### src/rtl/p09_vga_timing_gen_if.sv
// Raster timing bundle: enable and compare line into the generator,
// position, sync, blanking and strobes out to the pixel pipeline and game logic.
interface p09_vga_timing_gen_if #(
    parameter int X_W = 10,
    parameter int Y_W = 10
);
    logic           en;
    logic [Y_W-1:0] cmp_line;
    logic           pix_ce;
    logic [X_W-1:0] x;
    logic [Y_W-1:0] y;
    logic           hsync;
    logic           vsync;
    logic           hblank;
    logic           vblank;
    logic           line_start;
    logic           frame_start;
    logic           cmp_irq;

    modport master (
        input  en, cmp_line,
        output pix_ce, x, y, hsync, vsync, hblank, vblank,
               line_start, frame_start, cmp_irq
    );

    modport slave (
        output en, cmp_line,
        input  pix_ce, x, y, hsync, vsync, hblank, vblank,
               line_start, frame_start, cmp_irq
    );
endinterface

### src/rtl/p09_vga_timing_gen.sv
// Parametrised VGA raster generator: divided pixel enable, x/y counters,
// registered sync/blank levels and one-clock line/frame/raster-compare strobes.
module p09_vga_timing_gen #(
    parameter int unsigned H_VISIBLE = 640,
    parameter int unsigned H_FRONT   = 16,
    parameter int unsigned H_SYNC    = 96,
    parameter int unsigned H_BACK    = 48,
    parameter int unsigned V_VISIBLE = 480,
    parameter int unsigned V_FRONT   = 10,
    parameter int unsigned V_SYNC    = 2,
    parameter int unsigned V_BACK    = 33,
    parameter bit          HSYNC_POL = 1'b0,
    parameter bit          VSYNC_POL = 1'b0,
    parameter int unsigned CLK_DIV   = 1,
    parameter int          X_W       = 10,
    parameter int          Y_W       = 10
) (
    input  logic                  clk,
    input  logic                  rst,
    p09_vga_timing_gen_if.master  vga
);
    localparam int unsigned H_TOTAL   = H_VISIBLE + H_FRONT + H_SYNC + H_BACK;
    localparam int unsigned V_TOTAL   = V_VISIBLE + V_FRONT + V_SYNC + V_BACK;
    localparam int unsigned H_SYNC_ON = H_VISIBLE + H_FRONT;
    localparam int unsigned H_SYNC_OFF = H_SYNC_ON + H_SYNC;
    localparam int unsigned V_SYNC_ON = V_VISIBLE + V_FRONT;
    localparam int unsigned V_SYNC_OFF = V_SYNC_ON + V_SYNC;
    localparam int          DIV_W     = (CLK_DIV > 1) ? $clog2(CLK_DIV) : 1;

    logic [DIV_W-1:0] div_q, div_d;
    logic [X_W-1:0]   x_q, x_d;
    logic [Y_W-1:0]   y_q, y_d;
    logic             hsync_q, hsync_d;
    logic             vsync_q, vsync_d;
    logic             hblank_q, hblank_d;
    logic             vblank_q, vblank_d;
    logic             line_start_q, line_start_d;
    logic             frame_start_q, frame_start_d;
    logic             cmp_irq_q, cmp_irq_d;
    logic             pix_ce;
    logic             x_wrap;
    logic             y_wrap;

    always_comb begin
        pix_ce = !rst && vga.en && (32'(div_q) == CLK_DIV - 1);
        x_wrap = (32'(x_q) == H_TOTAL - 1);
        y_wrap = (32'(y_q) == V_TOTAL - 1);

        div_d = div_q;
        x_d   = x_q;
        y_d   = y_q;
        if (vga.en) begin
            div_d = pix_ce ? '0 : div_q + DIV_W'(1);
        end
        if (pix_ce) begin
            x_d = x_wrap ? '0 : x_q + X_W'(1);
            if (x_wrap) begin
                y_d = y_wrap ? '0 : y_q + Y_W'(1);
            end
        end

        // Levels are decoded from the next position so they line up with x/y.
        hsync_d  = ((32'(x_d) >= H_SYNC_ON) && (32'(x_d) < H_SYNC_OFF)) ? HSYNC_POL : ~HSYNC_POL;
        vsync_d  = ((32'(y_d) >= V_SYNC_ON) && (32'(y_d) < V_SYNC_OFF)) ? VSYNC_POL : ~VSYNC_POL;
        hblank_d = (32'(x_d) >= H_VISIBLE);
        vblank_d = (32'(y_d) >= V_VISIBLE);

        line_start_d  = pix_ce && x_wrap;
        frame_start_d = pix_ce && x_wrap && y_wrap;
        cmp_irq_d     = pix_ce && (32'(x_q) == H_VISIBLE - 1) && (y_q == vga.cmp_line);
    end

    always_ff @(posedge clk) begin
        if (rst) begin
            div_q         <= '0;
            x_q           <= '0;
            y_q           <= '0;
            hsync_q       <= ~HSYNC_POL;
            vsync_q       <= ~VSYNC_POL;
            hblank_q      <= 1'b0;
            vblank_q      <= 1'b0;
            line_start_q  <= 1'b0;
            frame_start_q <= 1'b0;
            cmp_irq_q     <= 1'b0;
        end else begin
            div_q         <= div_d;
            x_q           <= x_d;
            y_q           <= y_d;
            hsync_q       <= hsync_d;
            vsync_q       <= vsync_d;
            hblank_q      <= hblank_d;
            vblank_q      <= vblank_d;
            line_start_q  <= line_start_d;
            frame_start_q <= frame_start_d;
            cmp_irq_q     <= cmp_irq_d;
        end
    end

    assign vga.pix_ce      = pix_ce;
    assign vga.x           = x_q;
    assign vga.y           = y_q;
    assign vga.hsync       = hsync_q;
    assign vga.vsync       = vsync_q;
    assign vga.hblank      = hblank_q;
    assign vga.vblank      = vblank_q;
    assign vga.line_start  = line_start_q;
    assign vga.frame_start = frame_start_q;
    assign vga.cmp_irq     = cmp_irq_q;
endmodule

### src/flat_wrapper.sv
// flat-port wrapper written by rule: the top's interface ports become plain ports
module p09_vga_timing_gen_flat 
#(
    parameter int unsigned H_VISIBLE = 640,
    parameter int unsigned H_FRONT   = 16,
    parameter int unsigned H_SYNC    = 96,
    parameter int unsigned H_BACK    = 48,
    parameter int unsigned V_VISIBLE = 480,
    parameter int unsigned V_FRONT   = 10,
    parameter int unsigned V_SYNC    = 2,
    parameter int unsigned V_BACK    = 33,
    parameter bit          HSYNC_POL = 1'b0,
    parameter bit          VSYNC_POL = 1'b0,
    parameter int unsigned CLK_DIV   = 1,
    parameter int          X_W       = 10,
    parameter int          Y_W       = 10
)
  (clk, rst, vga_en, vga_cmp_line, vga_pix_ce, vga_x, vga_y, vga_hsync, vga_vsync, vga_hblank, vga_vblank, vga_line_start, vga_frame_start, vga_cmp_irq);
  p09_vga_timing_gen_if #(.X_W(X_W), .Y_W(Y_W)) vga_i ();
  input  logic clk;
  input  logic rst;
  input wire logic [$bits(vga_i.en)-1:0] vga_en;
  input wire logic [$bits(vga_i.cmp_line)-1:0] vga_cmp_line;
  output wire logic [$bits(vga_i.pix_ce)-1:0] vga_pix_ce;
  output wire logic [$bits(vga_i.x)-1:0] vga_x;
  output wire logic [$bits(vga_i.y)-1:0] vga_y;
  output wire logic [$bits(vga_i.hsync)-1:0] vga_hsync;
  output wire logic [$bits(vga_i.vsync)-1:0] vga_vsync;
  output wire logic [$bits(vga_i.hblank)-1:0] vga_hblank;
  output wire logic [$bits(vga_i.vblank)-1:0] vga_vblank;
  output wire logic [$bits(vga_i.line_start)-1:0] vga_line_start;
  output wire logic [$bits(vga_i.frame_start)-1:0] vga_frame_start;
  output wire logic [$bits(vga_i.cmp_irq)-1:0] vga_cmp_irq;
  assign vga_i.en = vga_en;
  assign vga_i.cmp_line = vga_cmp_line;
  assign vga_pix_ce = vga_i.pix_ce;
  assign vga_x = vga_i.x;
  assign vga_y = vga_i.y;
  assign vga_hsync = vga_i.hsync;
  assign vga_vsync = vga_i.vsync;
  assign vga_hblank = vga_i.hblank;
  assign vga_vblank = vga_i.vblank;
  assign vga_line_start = vga_i.line_start;
  assign vga_frame_start = vga_i.frame_start;
  assign vga_cmp_irq = vga_i.cmp_irq;
  p09_vga_timing_gen #(.H_VISIBLE(H_VISIBLE), .H_FRONT(H_FRONT), .H_SYNC(H_SYNC), .H_BACK(H_BACK), .V_VISIBLE(V_VISIBLE), .V_FRONT(V_FRONT), .V_SYNC(V_SYNC), .V_BACK(V_BACK), .HSYNC_POL(HSYNC_POL), .VSYNC_POL(VSYNC_POL), .CLK_DIV(CLK_DIV), .X_W(X_W), .Y_W(Y_W)) u_core (.clk(clk), .rst(rst), .vga(vga_i));
endmodule
### config.mk
export PLATFORM = sky130hd
export DESIGN_NAME = p09_vga_timing_gen_flat
export DESIGN_NICKNAME = d
export VERILOG_FILES = /design/src/rtl/p09_vga_timing_gen_if.sv /design/src/rtl/p09_vga_timing_gen.sv /design/src/flat_wrapper.sv
export SDC_FILE = /design/constraint.sdc
export NUM_CORES = 1
export LEC_CHECK = 0
export ABC_AREA = 1
export BUFFER_PORTS_ARGS = -buffer_cell sky130_fd_sc_hd__buf_4
export CAP_MARGIN = 20
export CORE_MARGIN = 4
export CORE_UTILIZATION = 35
export DETAILED_ROUTE_END_ITERATION = 16
export PLACE_DENSITY_LB_ADDON = 0.08
export RECOVER_POWER = 50
export SYNTH_ARGS = -nofsm -noshare
export SYNTH_HDL_FRONTEND = slang
export SYNTH_SLANG_ARGS = --single-unit
export TNS_END_PERCENT = 50
### constraint.sdc
create_clock -name clk -period 2.4 [get_ports clk]
set_clock_uncertainty 0.1 [all_clocks]
set_input_delay 0.36 -clock clk [delete_from_list [all_inputs] [get_ports clk]]
set_output_delay 0.36 -clock clk [all_outputs]
set_load 0.1 [all_outputs]
* Word-level counts from Yosys, hierarchy flattened
Index checks and enable logic that the tools add are counted.
** Storage, ports and cells
- Register bits :: 28
- Input port bits :: 13
- Output and inout port bits :: 28
- Word-level logic and storage cells :: 41
** Operators by class
- Add/sub/neg operators :: 3
- Order comparisons :: 6
- Equality and inequality tests :: 4
- Multiplexer cells :: 8
- Bitwise operators :: 1
- Reduce and logical (&&, ||, !) cells :: 9
** Operators by type and width (number)
- two-way mux 10 bit :: 5
- == test 10 bit (second input constant) :: 3
- adder 10 x 1 -> 10 bit (second input constant) :: 2
- >= comparator 10 bit (second input constant) :: 2
- >= comparator 10 x 9 -> 1 bit (second input constant) :: 2
- == test 10 bit :: 1
- < comparator 10 bit (second input constant) :: 1
- < comparator 10 x 9 -> 1 bit (second input constant) :: 1
- logical AND 1 bit :: 8
- two-way mux 1 bit :: 3
- adder 1 bit (second input constant) :: 1
- logical NOT 1 bit :: 1
- inverter 1 bit :: 1

* Logic depth before layout (Yosys ltp)
Gate-level depths: netlist (run 1).
- Word-level depth :: 7
- Mapped depth :: 14
- Depth with buffers taken out :: 14

* Least setup slack after synthesis (run 1)
No wires, ideal clock.
- Kind :: reg2reg
- Start point :: reg u_core.x_q[0], in the netlist u_core.vga.x[0]
- End point :: reg u_core.vsync_q, in the netlist u_core.vga.vsync
- Library setup time :: 0.112 ns
- Data arrival time :: 2.378 ns
- Data required time :: 2.188 ns
- Slack :: -0.190 ns
- Cell stages (with the launch flop) :: 13
- Buffers on the path :: 0
- Clock period less this slack :: 2.590 ns
- Path through :: dfxtp_1 ha_1 nand3_2 inv_2 nand2_2 nor2_8 nand2_2 o21ai_2 nand3_1 nor2_1 nand2_1 nor2_2 nand2_1
** Between the ends
- Cells in the longest elaborated chain, start to end :: 6
- Elaborated cells between the ends (all ways) :: 7
- Classes of those cells :: 2 x order compare; 1 x eq/ne; 3 x mux; 1 x reduce/logical
** RTL lines
- start: declaration :: line p09_vga_timing_gen.sv:31 : logic [X_W-1:0] x_q, x_d;
- start signal: assignment :: line p09_vga_timing_gen.sv:76 : x_q <= '0;
- start signal: assignment :: line p09_vga_timing_gen.sv:87 : x_q <= x_d;
- == test 10 bit (*) :: line p09_vga_timing_gen.sv:46 : x_wrap = (32'(x_q) == H_TOTAL - 1);
- two-way mux 10 bit (*) :: line p09_vga_timing_gen.sv:57 : if (x_wrap) begin
- two-way mux 10 bit (*) :: line p09_vga_timing_gen.sv:55 : if (pix_ce) begin
- >= comparator 10 x 9 -> 1 bit / < comparator 10 x 9 -> 1 bit (equally long branches) :: line p09_vga_timing_gen.sv:64 : vsync_d = ((32'(y_d) >= V_SYNC_ON) && (32'(y_d) < V_SYNC_OFF)) ? VSYNC_POL : ~VSYNC_POL;
- logical AND 1 bit (*) :: line p09_vga_timing_gen.sv:64
- two-way mux 1 bit (*) :: line p09_vga_timing_gen.sv:64
- end signal: assignment :: line p09_vga_timing_gen.sv:79 : vsync_q <= ~VSYNC_POL;
- end signal: assignment :: line p09_vga_timing_gen.sv:90 : vsync_q <= vsync_d;
- end: declaration :: line p09_vga_timing_gen.sv:34 : logic vsync_q, vsync_d;
Mark *: on every way between the ends. The rest lies on a longest branch, timed or not.
A chain may end at the register's enable or synchronous reset.

* Final worst setup path (run 1)
- Start point :: reg u_core.div_q
- End point :: out vga_pix_ce
** Between the ends
- Cells in the longest elaborated chain, start to end :: 2
** RTL lines
- start: declaration :: line p09_vga_timing_gen.sv:30 : logic [DIV_W-1:0] div_q, div_d;
- start signal: assignment :: line p09_vga_timing_gen.sv:86 : div_q <= div_d;
- inverter 1 bit :: line p09_vga_timing_gen.sv:45 : pix_ce = !rst && vga.en && (32'(div_q) == CLK_DIV - 1);
- logical AND 1 bit :: line p09_vga_timing_gen.sv:45
- end: declaration :: line flat_wrapper.sv:24 : output wire logic [$bits(vga_i.pix_ce)-1:0] vga_pix_ce;
Every way passes these cells.

==> results of run 1 <==
-- layout by cell type, fill, tap and decap left out, types with 3 or more instances in the layout --
| master | n |
|---|---|
| nor2_2 | 4 |
| inv_1 | 32 |
| a21oi_1 | 6 |
| nand2_1 | 57 |
| nor2_4 | 3 |
| dfxtp_1 | 22 |
| dfxtp_2 | 6 |
| clkbuf_8 | 3 |
| nand2_2 | 6 |
| clkbuf_2 | 4 |
| inv_2 | 4 |
| nand4_1 | 12 |
| ha_1 | 3 |
| clkbuf_1 | 20 |
| buf_4 | 18 |
| nor3_1 | 7 |
| nand3_1 | 24 |
| xor2_1 | 6 |
| nor2_1 | 33 |
-- Yosys cell counts (all sizes together) --
cell type / number / share of area (%)
dfxtp: 28 / 32
ha: 3 / 2.1
nor3b: 2 / 0.86
xnor2: 1 / 0.50
inv: 36 / 7.7
o211a: 1 / 0.57
a22o: 1 / 0.50
nand3: 28 / 10
o21a: 1 / 0.43
nand4: 12 / 4.3
o21ai: 6 / 2.1
a221oi: 1 / 0.50
o22ai: 2 / 0.71
o2111ai: 1 / 0.50
nand2: 64 / 15
nor3: 9 / 3.5
xor2: 6 / 3.0
nor4: 2 / 0.71
a21oi: 6 / 1.7
buf: 1 / 0.28
nor2: 42 / 13
clkbuf: 2 / 0.43
-- layout make-up --
cell class | count | area (um^2)
clock buffer | 3 | 41.3
fill | 536 | 2680
inverter | 36 | 135
multi-input combinational | 188 | 1050
sequential | 28 | 568
tap | 67 | 83.8
timing repair buffer | 42 | 230
-- worst max-delay path by stage --
stage,end,cells after the start,slack (ps)
after floorplan,u_core.vga.vsync$_SDFF_PP1_,11,7
after global placement,u_core.vga.vsync$_SDFF_PP1_,13,250
after detailed placement,u_core.vga.vsync$_SDFF_PP1_,13,270
after CTS,u_core.vga.vsync$_SDFF_PP1_,12,370
after global routing,vga_pix_ce,5,160
final,vga_pix_ce,5,230
-- critical path, cell delays in order, from the launching register on --
cell,delay [ps]
dfxtp_1,310
inv_1,100
nand3_4,160
inv_1,330
buf_4,230
buf_4,300
-- power by group through the flow --
stage | registers, mW | clock network, mW | logic [mW]
6_report | 0.479 | 0.259 | 0.116
2_1_floorplan | 0.526 | 0 | 0.0435
3_3_place_gp | 0.489 | 0 | 0.122
5_1_grt | 0.480 | 0.293 | 0.125
3_5_place_dp | 0.489 | 0 | 0.121
4_1_cts | 0.478 | 0.272 | 0.122
-- metal layers --
| layer | share of wire (%) | vias to the layer above |
|---|---|---|
| li1 | - | 915 |
| met1 | 50 | 808 |
| met2 | 44 | 38 |
| met3 | 5.5 | 4 |
| met4 | 0.84 | 0 |
| met5 | 0 | - |
-- registers in the layout, indices dropped and copies added, names as in the netlist --
name,flops
u_core.vga.x,10
u_core.vga.y,10
u_core.div_q,1
u_core.vga.cmp_irq,1
u_core.vga.frame_start,1
u_core.vga.hblank,1
u_core.vga.hsync,1
u_core.vga.line_start,1
u_core.vga.vblank,1
u_core.vga.vsync,1
-- through the flow --
step                instance area [um^2]  std cells
global placement                    2150        361
CTS                                 2190        364
floorplan                           1760        255
detailed placement                  2150        361
finish                              2110        364
global route                        2110        364
-- cells by family (layout without fill, tap and decap cells) --
| group | after synthesis | after routing | synth area share [%] |
|---|---|---|---|
| simple gates | 159 | 159 | 47.0 |
| buf+inv | 39 | 81 | 8.41 |
| flops | 28 | 28 | 31.9 |
| compound gates | 19 | 19 | 7.06 |
| xor+xnor | 7 | 7 | 3.49 |
| fa+ha+maj | 3 | 3 | 2.14 |
==> metrics.cfg, run 1 <==
[grt]
overflow = 0
grt_pass1_vias = 1702
grt_use_total_pct = 16.3
met1_usage_pct = 23.5
grt_pass1_wl_um = 8090
antenna_found_initial = 0
grt_max_degree = 22
busiest_layer = met2
grtUsageMet3_pct = 2.72
met2_usage_pct = 25.3

[timing]
setup_viol = 0
rsz0062_at_grt = false
hold_viol = 0
holdWs_ps = 164
tns_ps = 0
worst_pin_slew_ps = 1180
final_max_slew_viol_count = 0
relSlewSlack_pct = 21.9
min_period_ps = 2170
layout_setup_ws_ps = 233
fmax_ghz = 0.461
period_share_pct = 90.3

[power]
power_uw = 853
p_leak_nw = 0.945
p_int_uw = 615
switching_share_pct = 27.9
seq_power_share_pct = 56.1
p_per_area_mw_per_mm2 = 405
clkPwrFrac_pct = 30.3
switchingPower_uw = 238
vdd_drop_max_uv = 185
combPwrFrac_pct = 13.6

[finish]
diodes = 0
final_util_pct = 44.0
nets = 315
synthToLayoutAreaGrowth_pct = 20.0
drive_above_1_share_pct = 19.9

[synthesis]
syn_inst = 255
synth_seq_area_share_pct = 31.9
yosysWarningCount = 0
avgSynthCellArea_um2 = 6.88
syn-num-nets = 271
ys_seq_elements = 28
mappedNetlistArea_mm2 = 0.00176
synth_cell_types = 34

[outcome]
status = complete, no violations

[worst_setup_path]
reg2reg_slack_ps = 360
r2r-start = u_core.div_q$_SDFFE_PP0P_
required_ps = 1940
crit_arrival_ps = 1710
crit_path_start_kind = flip-flop
reg2reg_to = u_core.vga.vsync$_SDFF_PP1_
r2r_cells = 12
end_kind = output pin
critical_path.max_fanout = 10
criticalPathCategory = flip-flop to output pin
crit_start = u_core.div_q$_SDFFE_PP0P_

[cts]
cts.hold.buffers_added = 0
clk-insertion-delay-late_ps = 270
cts_made_buffers = 3
cts_resized = 0
cts-root-buf = clkbuf_8
postCtsSetupBuffers = 0
cts_num_sinks = 28
cts_tree = built
cts.path.max_buffers = 2
h-tree-depth = 1
path_clk_slew_ps = 100

[floorplanning]
ios = 41
dieHeight_um = 78.8
dieArea_mm2 = 0.00621
die_w_um = 78.8
start_util_pct = 36.7
core_area_mm2 = 0.00479
rows = 25

[drt]
routed_wl_um = 4750
drcViolationCount = 0
wire_per_inst_um = 13.1
firstDrtPassIters = 4
vias = 1765
postRouteAntennaNets = 0
first_iter_violations = 114
vias_per_cell = 4.85

[place]
dpl_worst_slack_ps = 265
hpwl_um = 3790
place.gp.congestion = 0.896
io_buffers = 40

[worst_hold_path]
hold_path_end = u_core.div_q$_SDFFE_PP0P_
hp-class = input pin to flip-flop
hold_depth = 2
min-delay-start = vga_en

[job]
max_cap_viol_count = 0

Power figures use the tool's default switching activity.
==> inputs of run 2 (changes only) <==
CORE_ASPECT_RATIO = 1.25   (was unset)
==> metrics.cfg, run 2 (synthesis results as in run 1) <==
[place]
dp.cells = 354  ; -1.9%
dpl_worst_slack_ps = 307  ; +41.8 ps
io_buffers = 40  ; unchanged
place.gp.congestion = 0.817  ; -8.8%
hpwl_um = 4120  ; +8.5%

[grt]
grt_pass1_vias = 1811  ; +6.4%
grt_pass1_wl_um = 8960  ; +11%
grt_use_total_pct = 18.1  ; +1.8 points
antenna_found_initial = 0  ; unchanged
overflow = 0  ; unchanged
grt_max_degree = 22  ; unchanged

[cts]
cts.path.max_buffers = 2  ; unchanged
cts_made_buffers = 3  ; unchanged
path_clk_slew_ps = 110  ; about the same
cts_num_sinks = 28  ; unchanged
clk-insertion-delay-late_ps = 280  ; about the same
cts.hold.buffers_added = 0  ; unchanged
h-tree-depth = 1  ; unchanged
cts_tree = built
cts_resized = 0  ; unchanged
cts-root-buf = clkbuf_8
postCtsSetupBuffers = 0  ; unchanged

[timing]
fmax_ghz = 0.487  ; +5.6%
relSlewSlack_pct = 22.3  ; +0.45 points
rsz0062_at_grt = false
setup_viol = 0  ; unchanged
tns_ps = 0  ; unchanged
holdWs_ps = 162  ; -2.00 ps
period_share_pct = 85.5  ; -4.8 points
hold_viol = 0  ; unchanged
worst_pin_slew_ps = 1170  ; -6.71 ps
min_period_ps = 2050  ; -116 ps
layout_setup_ws_ps = 349  ; +116 ps
final_max_slew_viol_count = 0  ; unchanged

[finish]
multiInputGateArea_mm2 = 0.00105  ; unchanged
synthToLayoutAreaGrowth_pct = 21.2
stdcell_count = 358  ; -1.6%
seq_area_um2 = 568  ; unchanged
diodes = 0  ; unchanged
fillers = 537  ; +0.19%
layout.cells.most_common_list = nand2_1, nor2_1, inv_1, nand3_1, dfxtp_1
drive_above_1_share_pct = 20.5  ; +0.60 points
layout_commonest_cell = nand2_1
nets = 315  ; unchanged

[floorplanning]
ios = 41  ; unchanged
rows = 28  ; +12%
die_w_um = 71.3  ; -9.5%
dieArea_mm2 = 0.00622  ; +0.12%
start_util_pct = 36.6  ; -0.11 points
dieHeight_um = 87.2  ; +11%
core_area_mm2 = 0.00480  ; +0.29%

[power]
p_leak_nw = 0.964  ; +2.0%
p_int_uw = 725  ; +18%
seq_power_share_pct = 48.5  ; -7.6 points
clkPwrFrac_pct = 39.8  ; +9.5 points
vdd_drop_max_uv = 239  ; +29%
switchingPower_uw = 262  ; +10%
combPwrFrac_pct = 11.7  ; -1.9 points
p_per_area_mw_per_mm2 = 464  ; +14%
switching_share_pct = 26.6  ; -1.4 points

[drt]
postRouteAntennaNets = 0  ; unchanged
vias = 1787  ; +1.2%
first_iter_violations = 95  ; -17%
vias_per_cell = 4.99  ; +2.9%
wire_per_inst_um = 14.5  ; +11%
routed_wl_um = 5190  ; +9.3%
drcViolationCount = 0  ; unchanged
firstDrtPassIters = 4  ; unchanged

[worst_setup_path]
crit_family = buffers and inverters
crit_slowest_cell = clkbuf_1
crit_arrival_ps = 1590  ; -120 ps
required_ps = 1940  ; about the same
cpPeakStageDelay_ps = 890  ; +560 ps
path_cells = clkbuf_1
criticalPathCategory = flip-flop to output pin
end_kind = output pin
crit_path_start_kind = flip-flop
critical_path.max_fanout = 4  ; -6
crit_buf_inv = 1  ; -3

[job]
max_cap_viol_count = 0  ; unchanged

[worst_hold_path]
hp-class = input pin to flip-flop

[outcome]
status = complete, no violations

[run 2: cell types whose count changed in the layout (fill, tap and decap cells not counted)]
| cell | change |
|---|---|
| bufinv_16 | +1 |
| clkbuf_1 | -1 |
| clkbuf_2 | +1 |
[run 2: routing by layer]
metal | vias up | share of wire, % | GRT usage [%]
met4 | 0 | 1.4 | 4.44
li1 | 918 | - | -
met2 | 49 | 51 | 33.3
met5 | - | 0 | 0
met1 | 814 | 42 | 21.5
met3 | 6 | 5.6 | 3.12
[run 2: cell type report]
cell class                 count  share of cell area (%)
multi-input combinational    188                    49.2
inverter                      36                    6.35
clock buffer                   3                    1.94
tap                           60                    3.53
sequential                    28                    26.7
timing repair buffer          42                    10.9
clock inverter                 1                    1.41
[run 2: stage by stage]
step                utilization (%)  instance area, um^2  power [mW]
finish                         44.3                 2130       0.987
global route                   44.3                 2130        1.02
CTS                            46.1                 2210        1.00
detailed placement             44.6                 2140       0.611
global placement               44.6                 2140       0.611
floorplan                         -                 1760       0.569
[run 2: path summary, 6_finish.rpt]
kind                              start                            to  slack [ps]  depth (start not counted)
max          u_core.vga.y[8]$_SDFF_PP0_                      vga_y[8]         350                          1
min reg2reg   u_core.div_q$_SDFFE_PP0P_     u_core.div_q$_SDFFE_PP0P_         410                          2
min                              vga_en     u_core.div_q$_SDFFE_PP0P_         160                          2
max reg2reg  u_core.vga.x[0]$_SDFF_PP0_  u_core.vga.vblank$_SDFF_PP0_         380                         12
[run 2: power groups by stage]
stage | Sequential (mW) | Clock [mW] | Combinational, mW
CTS | 0.480 | 0.401 | 0.121
finish | 0.479 | 0.393 | 0.115
detailed placement | 0.490 | 0 | 0.120
global placement | 0.490 | 0 | 0.121
floorplan | 0.526 | 0 | 0.0435
global route | 0.481 | 0.419 | 0.124
